[src/rtl/avg_pkg.sv]
// Shared phase enumeration, widths and microstate decode for the vector state sequencer.
package avg_pkg;

  localparam int unsigned STATE_W = 4;
  localparam int unsigned OP_W    = 3;
  localparam int unsigned ADDR_W  = 1 + OP_W + STATE_W;
  localparam int unsigned WAIT_W  = 12;

  // Microstate bit positions and the halt pattern held in the top two bits.
  localparam int unsigned BIT_PC_INC   = 0;
  localparam int unsigned BIT_LATCH_OP = 1;
  localparam int unsigned BIT_DRAW     = 2;
  localparam int unsigned BIT_HALT     = 3;
  localparam logic [1:0]  HALT_PAT     = 2'b11;

  typedef enum logic [2:0] {
    PH_IDLE    = 3'd0,
    PH_ADDR    = 3'd1,
    PH_CAPTURE = 3'd2,
    PH_EXEC    = 3'd3,
    PH_WAIT    = 3'd4
  } phase_e;

  // Top two microstate bits equal to the halt pattern stop the sequencer.
  function automatic logic is_halt(input logic [STATE_W-1:0] s);
    return s[BIT_HALT -: 2] == HALT_PAT;
  endfunction

  // A draw starts only when the draw bit is set outside the halt pattern.
  function automatic logic is_draw(input logic [STATE_W-1:0] s);
    return s[BIT_DRAW] & ~s[BIT_HALT];
  endfunction

endpackage

[src/rtl/avg_wait_timer.sv]
// Counts WAIT cycles and flags the first cycle and the cycle that reaches the limit.
module avg_wait_timer
  import avg_pkg::*;
#(
  parameter int unsigned WAIT_LIMIT = 4095
) (
  input  logic clk_i,
  input  logic reset_i,
  input  logic clear_i,
  input  logic en_i,
  output logic first_o,
  output logic last_o
);

  localparam logic [WAIT_W-1:0] LAST_CNT = WAIT_W'(WAIT_LIMIT - 1);

  logic [WAIT_W-1:0] cnt_q;
  logic [WAIT_W-1:0] cnt_d;
  logic              first_q;
  logic              last_q;
  logic              last_d;

  // Next count; last flags the WAIT cycle whose count completes the limit.
  always_comb begin
    cnt_d = cnt_q;
    if (clear_i) begin
      cnt_d = '0;
    end else if (en_i) begin
      cnt_d = cnt_q + WAIT_W'(1);
    end
    last_d = (clear_i | en_i) & (cnt_d == LAST_CNT);
  end

  // Counter and flag registers.
  always_ff @(posedge clk_i or posedge reset_i) begin
    if (reset_i) begin
      cnt_q   <= '0;
      first_q <= 1'b0;
      last_q  <= 1'b0;
    end else begin
      cnt_q   <= cnt_d;
      first_q <= clear_i;
      last_q  <= last_d;
    end
  end

  assign first_o = first_q;
  assign last_o  = last_q;

endmodule

[src/rtl/avg_state_sequencer.sv]
// Microcoded vector state sequencer stepping through an external 256x4 state PROM.
module avg_state_sequencer
  import avg_pkg::*;
#(
  parameter int unsigned        WAIT_LIMIT  = 4095,
  parameter logic [STATE_W-1:0] START_STATE = 4'h0
) (
  input  logic               clk,
  input  logic               reset,
  input  logic               go,
  input  logic               stop_req,
  input  logic [OP_W-1:0]    op,
  input  logic               draw_busy,
  output logic [ADDR_W-1:0]  rom_addr,
  output logic               rom_cs,
  input  logic [STATE_W-1:0] rom_dout,
  output logic               pc_inc,
  output logic               latch_op,
  output logic               start_draw,
  output logic               halted,
  output logic               timeout,
  output logic [STATE_W-1:0] state
);

  phase_e             phase_q;
  logic [STATE_W-1:0] state_q;
  logic               rom_cs_q;
  logic               pc_inc_q;
  logic               latch_op_q;
  logic               start_draw_q;
  logic               halted_q;
  logic               timeout_q;
  logic               exec_halt_c;
  logic               wait_enter_c;
  logic               wait_first;
  logic               wait_last;

  // EXEC exit decisions: halt/stop first, then a draw enters WAIT.
  assign exec_halt_c  = is_halt(state_q) | stop_req;
  assign wait_enter_c = (phase_q == PH_EXEC) & ~exec_halt_c & start_draw_q;

  avg_wait_timer #(
    .WAIT_LIMIT(WAIT_LIMIT)
  ) u_wait_timer (
    .clk_i   (clk),
    .reset_i (reset),
    .clear_i (wait_enter_c),
    .en_i    (phase_q == PH_WAIT),
    .first_o (wait_first),
    .last_o  (wait_last)
  );

  // Phase machine; pulses and the PROM select are registered on the transition into their phase.
  always_ff @(posedge clk or posedge reset) begin
    if (reset) begin
      phase_q      <= PH_IDLE;
      state_q      <= START_STATE;
      rom_cs_q     <= 1'b0;
      pc_inc_q     <= 1'b0;
      latch_op_q   <= 1'b0;
      start_draw_q <= 1'b0;
      halted_q     <= 1'b1;
      timeout_q    <= 1'b0;
    end else begin
      rom_cs_q     <= 1'b0;
      pc_inc_q     <= 1'b0;
      latch_op_q   <= 1'b0;
      start_draw_q <= 1'b0;
      unique case (phase_q)
        PH_IDLE: begin
          if (go) begin
            state_q   <= START_STATE;
            timeout_q <= 1'b0;
            halted_q  <= 1'b0;
            rom_cs_q  <= 1'b1;
            phase_q   <= PH_ADDR;
          end
        end
        PH_ADDR: begin
          phase_q <= PH_CAPTURE;
        end
        PH_CAPTURE: begin
          state_q      <= rom_dout;
          pc_inc_q     <= rom_dout[BIT_PC_INC];
          latch_op_q   <= rom_dout[BIT_LATCH_OP];
          start_draw_q <= is_draw(rom_dout);
          phase_q      <= PH_EXEC;
        end
        PH_EXEC: begin
          if (exec_halt_c) begin
            halted_q <= 1'b1;
            phase_q  <= PH_IDLE;
          end else if (start_draw_q) begin
            phase_q <= PH_WAIT;
          end else begin
            rom_cs_q <= 1'b1;
            phase_q  <= PH_ADDR;
          end
        end
        PH_WAIT: begin
          // A finished draw takes precedence over a timeout landing in the same cycle.
          if (!wait_first && !draw_busy) begin
            rom_cs_q <= 1'b1;
            phase_q  <= PH_ADDR;
          end else if (wait_last) begin
            timeout_q <= 1'b1;
            halted_q  <= 1'b1;
            phase_q   <= PH_IDLE;
          end
        end
        default: begin
          halted_q <= 1'b1;
          phase_q  <= PH_IDLE;
        end
      endcase
    end
  end

  // The PROM page bit tracks the select; op is passed straight through.
  assign rom_addr   = {rom_cs_q, op, state_q};
  assign rom_cs     = rom_cs_q;
  assign pc_inc     = pc_inc_q;
  assign latch_op   = latch_op_q;
  assign start_draw = start_draw_q;
  assign halted     = halted_q;
  assign timeout    = timeout_q;
  assign state      = state_q;

endmodule

[config.mk]
export PLATFORM = sky130hd
export DESIGN_NAME = avg_state_sequencer
export DESIGN_NICKNAME = d
export VERILOG_FILES = /design/src/rtl/avg_pkg.sv /design/src/rtl/avg_wait_timer.sv /design/src/rtl/avg_state_sequencer.sv
export SDC_FILE = /design/constraint.sdc
export NUM_CORES = 1
export LEC_CHECK = 0
export CAP_MARGIN = 10
export CORE_UTILIZATION = 39
export CTS_BUF_LIST = sky130_fd_sc_hd__clkbuf_4
export CTS_CLUSTER_SIZE = 20
export DETAILED_ROUTE_END_ITERATION = 16
export PLACE_DENSITY = 0.73
export SYNTH_ARGS = -nofsm -noshare
export SYNTH_HDL_FRONTEND = slang
export SYNTH_SLANG_ARGS = --single-unit
[constraint.sdc]
create_clock -name clk -period 1.74 [get_ports clk]
set_input_delay 0.348 -clock clk [delete_from_list [all_inputs] [get_ports clk]]
set_output_delay 0.348 -clock clk [all_outputs]
set_load 0.05 [all_outputs]
== After elaboration in Yosys (flattened, before gate mapping) ==
Index checks and enable logic that the tools add are counted.
Word-level totals
  word-level logic and storage cells: 67
  input port bits: 12
  register bits after elaboration: 27
  output and inout port bits: 18
Operators by class
  eq/ne operators: 11
  reductions and logical operators: 11
  multiplexer cells: 24
  bitwise logic cells: 9
  add/subtract/negate cells: 1
Operator list (number)
  12-bit two-way mux: 2
  3-bit two-way mux: 5
  3-bit case mux with 5 select lines: 1
  12-bit by 1-bit adder with 12-bit output (second input constant): 1
  12-bit == test (second input constant): 1
  1-bit two-way mux: 11
  2-bit != test (second input constant): 4
  4-bit case mux with 2 select lines: 1
  3-bit by 2-bit == test with 1-bit output (second input constant): 2
  5-bit AND reduction: 1
  1-bit AND: 4
  4-bit two-way mux: 1
  1-bit case mux with 4 select lines: 1
  2-bit AND reduction: 2
  4-bit AND reduction: 1
  2-bit nonzero test: 2
  3-bit by 1-bit == test with 1-bit output (second input constant): 1
  3-bit == test (second input constant): 1
  3-bit zero test: 1
  3-bit != test (second input constant): 1
  1-bit inverter: 3
  1-bit case mux with 3 select lines: 1
  2-bit == test (second input constant): 1
  1-bit zero test: 2
  4 further kinds: 5

== Longest topological paths before layout ==
  word-level depth: 8
  depth in mapped cells: 6
  depth with buffers taken out: 5

== Hierarchy ==
Synthesis repeated with hierarchy kept, for this count alone.
Second synthesis, totals
  cells, all modules: 153
  area total of the unflattened synthesis: 1530.2 um^2
Modules (own cells, without submodules)
  avg_wait_timer: seq. area each 350.3 um^2, times used 1, area each 835.8 um^2, cells each 87
  avg_state_sequencer: seq. area each 326.6 um^2, times used 1, area each 694.4 um^2, cells each 66

== Worst setup path after synthesis ==
No wires, ideal clock.
  path kind: flip-flop to flip-flop
  start: register phase_q[1]
  end: register u_wait_timer.last_q, in the netlist u_wait_timer.last_o
  buffers on the path: 2
  data arrival time: 1.725 ns
  stages on the path, launching flop included: 6
  setup slack: -0.080 ns
  period minus slack after synthesis: 1.820 ns
  data required time: 1.645 ns
  setup time: 0.095 ns
  cell sequence: dfrtp_1 buf_6 or3b_1 buf_2 or4_1 nor4b_2
On the way
  longest elaborated chain between the ends: 6
  elaborated cells on any way between the ends: 9
  those cells by class: eq/ne: 3; mux: 2; bitwise: 4
RTL lines
  from (decl): RTL line avg_state_sequencer.sv:25  | phase_e phase_q;
  from (signal assigned): RTL line avg_state_sequencer.sv:56  | phase_q <= PH_IDLE;
  from (signal assigned): RTL line avg_state_sequencer.sv:76  | phase_q <= PH_ADDR;
  from (signal assigned): RTL line avg_state_sequencer.sv:80  | phase_q <= PH_CAPTURE;
  3-bit by 2-bit == test with 1-bit output: RTL line avg_state_sequencer.sv:40  | assign wait_enter_c = (phase_q == PH_EXEC) & ~exec_halt_c & start_draw_q;
  1-bit AND (2 in a row): RTL line avg_state_sequencer.sv:40
  12-bit two-way mux: RTL line avg_wait_timer.sv:26  | if (clear_i) begin
  12-bit == test: RTL line avg_wait_timer.sv:31  | last_d = (clear_i | en_i) & (cnt_d == LAST_CNT);
  1-bit AND (*): RTL line avg_wait_timer.sv:31
  net u_wait_timer.last_d: RTL line avg_wait_timer.sv:21  | logic last_d;
  to (signal assigned): RTL line avg_wait_timer.sv:43  | last_q <= last_d;
  to (decl): RTL line avg_wait_timer.sv:20  | logic last_q;
The timed path passes the listed nets; every way through them passes the cells marked *.
A chain may end at the register's enable or synchronous reset.

== Worst setup path in the final report ==
Ends and elaborated chain as after synthesis.

==> qor.csv <==
metric,value,unit
status,"complete, but fails checks",
violated checks,setup timing,
Synth Net Count,149,
Fin Setup TNS,-0.0465,ns
pre-CTS setup slack,-0.0489,ns
fmax,560,MHz
leading area contributor after synthesis,dfrtp_1,
fill cell count,337,
die area,3770,sq um
unrepaired setup endpoints after global routing,yes,
largest net degree at the start of global routing,28,
Final Hold Viols,0,
Via Count,1119,
vias in the first global route,1102,
Yosys top cell area share,0.473,
Final Max Tran Viols,0,
DRC Markers,0,
final setup fails,1,
Initial Util,0.409,
Placed Area,1690,sq um
clock root cell,clkbuf_4,
I/O pins,30,
Syn. warnings,0,
"Seq/Total Area, Yosys",0.492,
"Primary FF master, synth",dfrtp_1,
peak per-stage delay on the critical path,0.43,ns
number of synthesized register bits,27,
CP Capture Type,flip-flop,
hold crit path type,in -> async,
synthesized cell area,1380,sq um
Max-Cap Viols,0,
family with the most delay on the worst path,simple AND/OR/NAND/NOR gates,
Relative slew margins,0.665,
Post-synth EDFFs,0,
Initial DRC Count,76,
Power per Cell Area,1800,nW/um^2
startpoint types,flip-flop,
CP max stage cell,dfrtp_1,
Least-Margin Pin Slew,0.502,ns
placed cell count,210,
CP max FO,3,
synth top area cells,"dfrtp_1 47%, buf_4 4.4%, nor2_1 3.5%, a21oi_1 3.3%, xnor2_1 3.2%",
"CTS clk-pin slew, worst paths",0.15,ns
Post-synth ARST share,1.00,
critical path class,reg -> reg,
"Design Area, Final",1780,sq um
routability congestion estimate,0.857,
crit path time final,1.79,ns
layout cells sized above 1,0.320,
CTS tree,yes,
CTS max path bufs,2,
crit path buf inv count,0,
crit path DAT,2.04,ns
Routed Antenna Nets,0,
synthesis-to-finish area growth,29.7,%
total leakage power,0.785,nW
die width,61.4,um
Port Buf Inserts,23,
CTS buffer count,3,
Routed WL per cell,14.6,um
initial antenna violation count,0,
HPWL after detailed placement,2.25,mm
clock skew,0.00590,ns
Via density,5.13,
cells after synthesis,136,
flop2flop setup slack,-0.05,ns
final instance count without filler cells,218,
worst setup margin,-0.0465,ns
die height,61.4,um
routed wire length,3.17,mm
GRT Total Usage,0.183,
Antenna diodes,0,
Final #Nets,186,
first-pass GRT wire length,4.97,mm
Yosys cell types,42,
core area,3360,sq um
mean post-synth cell area,10.1,sq um
CP cell instances,nand4bb_4 -> or4_4 -> a221o_1 -> nor4b_2,
First-pass DRT Iterations,4,
worst vdd ir,1080,uV
leading post-synthesis cells by instance count,"26 x dfrtp_1, 13 x nor2_1, 10 x nand2_1",
Final Power,3.20,mW
GRT overflow,0,
worst skew pair latency,0.33,ns
CTS sink cnt,27,
required time of the critical path,1.99,ns
Final period util,1.03,
FP Rows,21,
H-tree levels,1,
most frequent cell after synthesis,dfrtp_1,
final cells by class:
cell class                 count  area, sq um  area share
tap                           46         57.6      0.0323
clock buffer                   4         30.0      0.0168
timing repair buffer          45          370       0.208
sequential                    27          679       0.381
inverter                       4         15.0     0.00842
multi-input combinational     92          631       0.354
kinds of logic after synthesis:
group,count (synthesis),synth area share
xor+xnor,9,0.0573
fa+ha+maj,1,0.00910
flops,27,0.492
compound gates,26,0.125
buf+inv,17,0.0755
simple gates,56,0.241
worst register-to-register path: cells and delay by family (launching register included):
kind	cells	cell delay, ns
AO/OA/AOI/OAI	1	0.38
flip-flops	1	0.43
AND/OR/NAND/NOR	3	0.89
power by group:
group	switching (mW)	leakage, nW	internal (mW)
Sequential	0.201	0.323	0.863
Combinational	1.07	0.444	0.777
Clock	0.188	0.0184	0.106
Total	1.46	0.785	1.75
registers in the layout (all words and copies together), names as in the netlist:
register / flops
halted: 1
latch_op: 1
pc_inc: 1
phase_q: 3
rom_cs: 1
start_draw: 1
state: 4
timeout: 1
u_wait_timer.cnt_q: 12
u_wait_timer.first_o: 1
u_wait_timer.last_o: 1
cells in the final DEF, fill, tap and decap left out, types with 2 or more instances in the layout:
master,synthesis,layout
buf_4,8,36
nand2_1,10,10
xnor2_1,5,5
clkdlybuf4s50_1,0,8
nor4_1,3,2
dfrtp_1,26,24
a22o_1,2,2
or3_1,3,3
dfrtp_2,0,2
nor2_1,13,13
o31ai_1,2,2
or4_4,1,2
inv_1,4,4
nor3b_1,3,2
and2_1,2,2
o21a_1,2,2
clkbuf_4,0,4
a21o_1,2,2
nand4_1,4,4
a21oi_1,9,9
o21ai_0,3,2
xor2_1,4,4
nand3_1,5,5
layer usage:
| layer | vias up | track usage | share of wire |
|---|---|---|---|
| met5 | - | 0 | 0 |
| met4 | 0 | 0.0667 | 0.020 |
| met3 | 7 | 0.0294 | 0.033 |
| met2 | 24 | 0.314 | 0.48 |
| met1 | 534 | 0.233 | 0.46 |
| li1 | 554 | - | - |
timing repair:
item                                    4_1_cts  5_1_grt
setup buffers                                 2        2
pin swaps                                     4        3
hold buffers                                  0        0
gates resized for setup                       5        3
endpoints found under the setup margin        1        1
per-stage QoR:
stage | hold WS [ns] | util
floorplan | 0.400 | -
global route | 0.401 | 0.530
CTS | 0.364 | 0.523
detailed placement | 0.491 | 0.502
finish | 0.359 | 0.530
global placement | 0.493 | 0.502
worst paths after layout:
kind                            startpoint  cells after the start                  end
worst max-delay path            phase_q[1]                      4  u_wait_timer.last_o
worst min-delay path                 reset                      3             state[3]
worst max register to register  phase_q[1]                      4  u_wait_timer.last_o
worst min register to register  start_draw                      1               rom_cs
max in group asynchronous            reset                      3               halted
min in group clk                start_draw                      1               rom_cs
No activity file was read; power rests on OpenSTA's default activity.
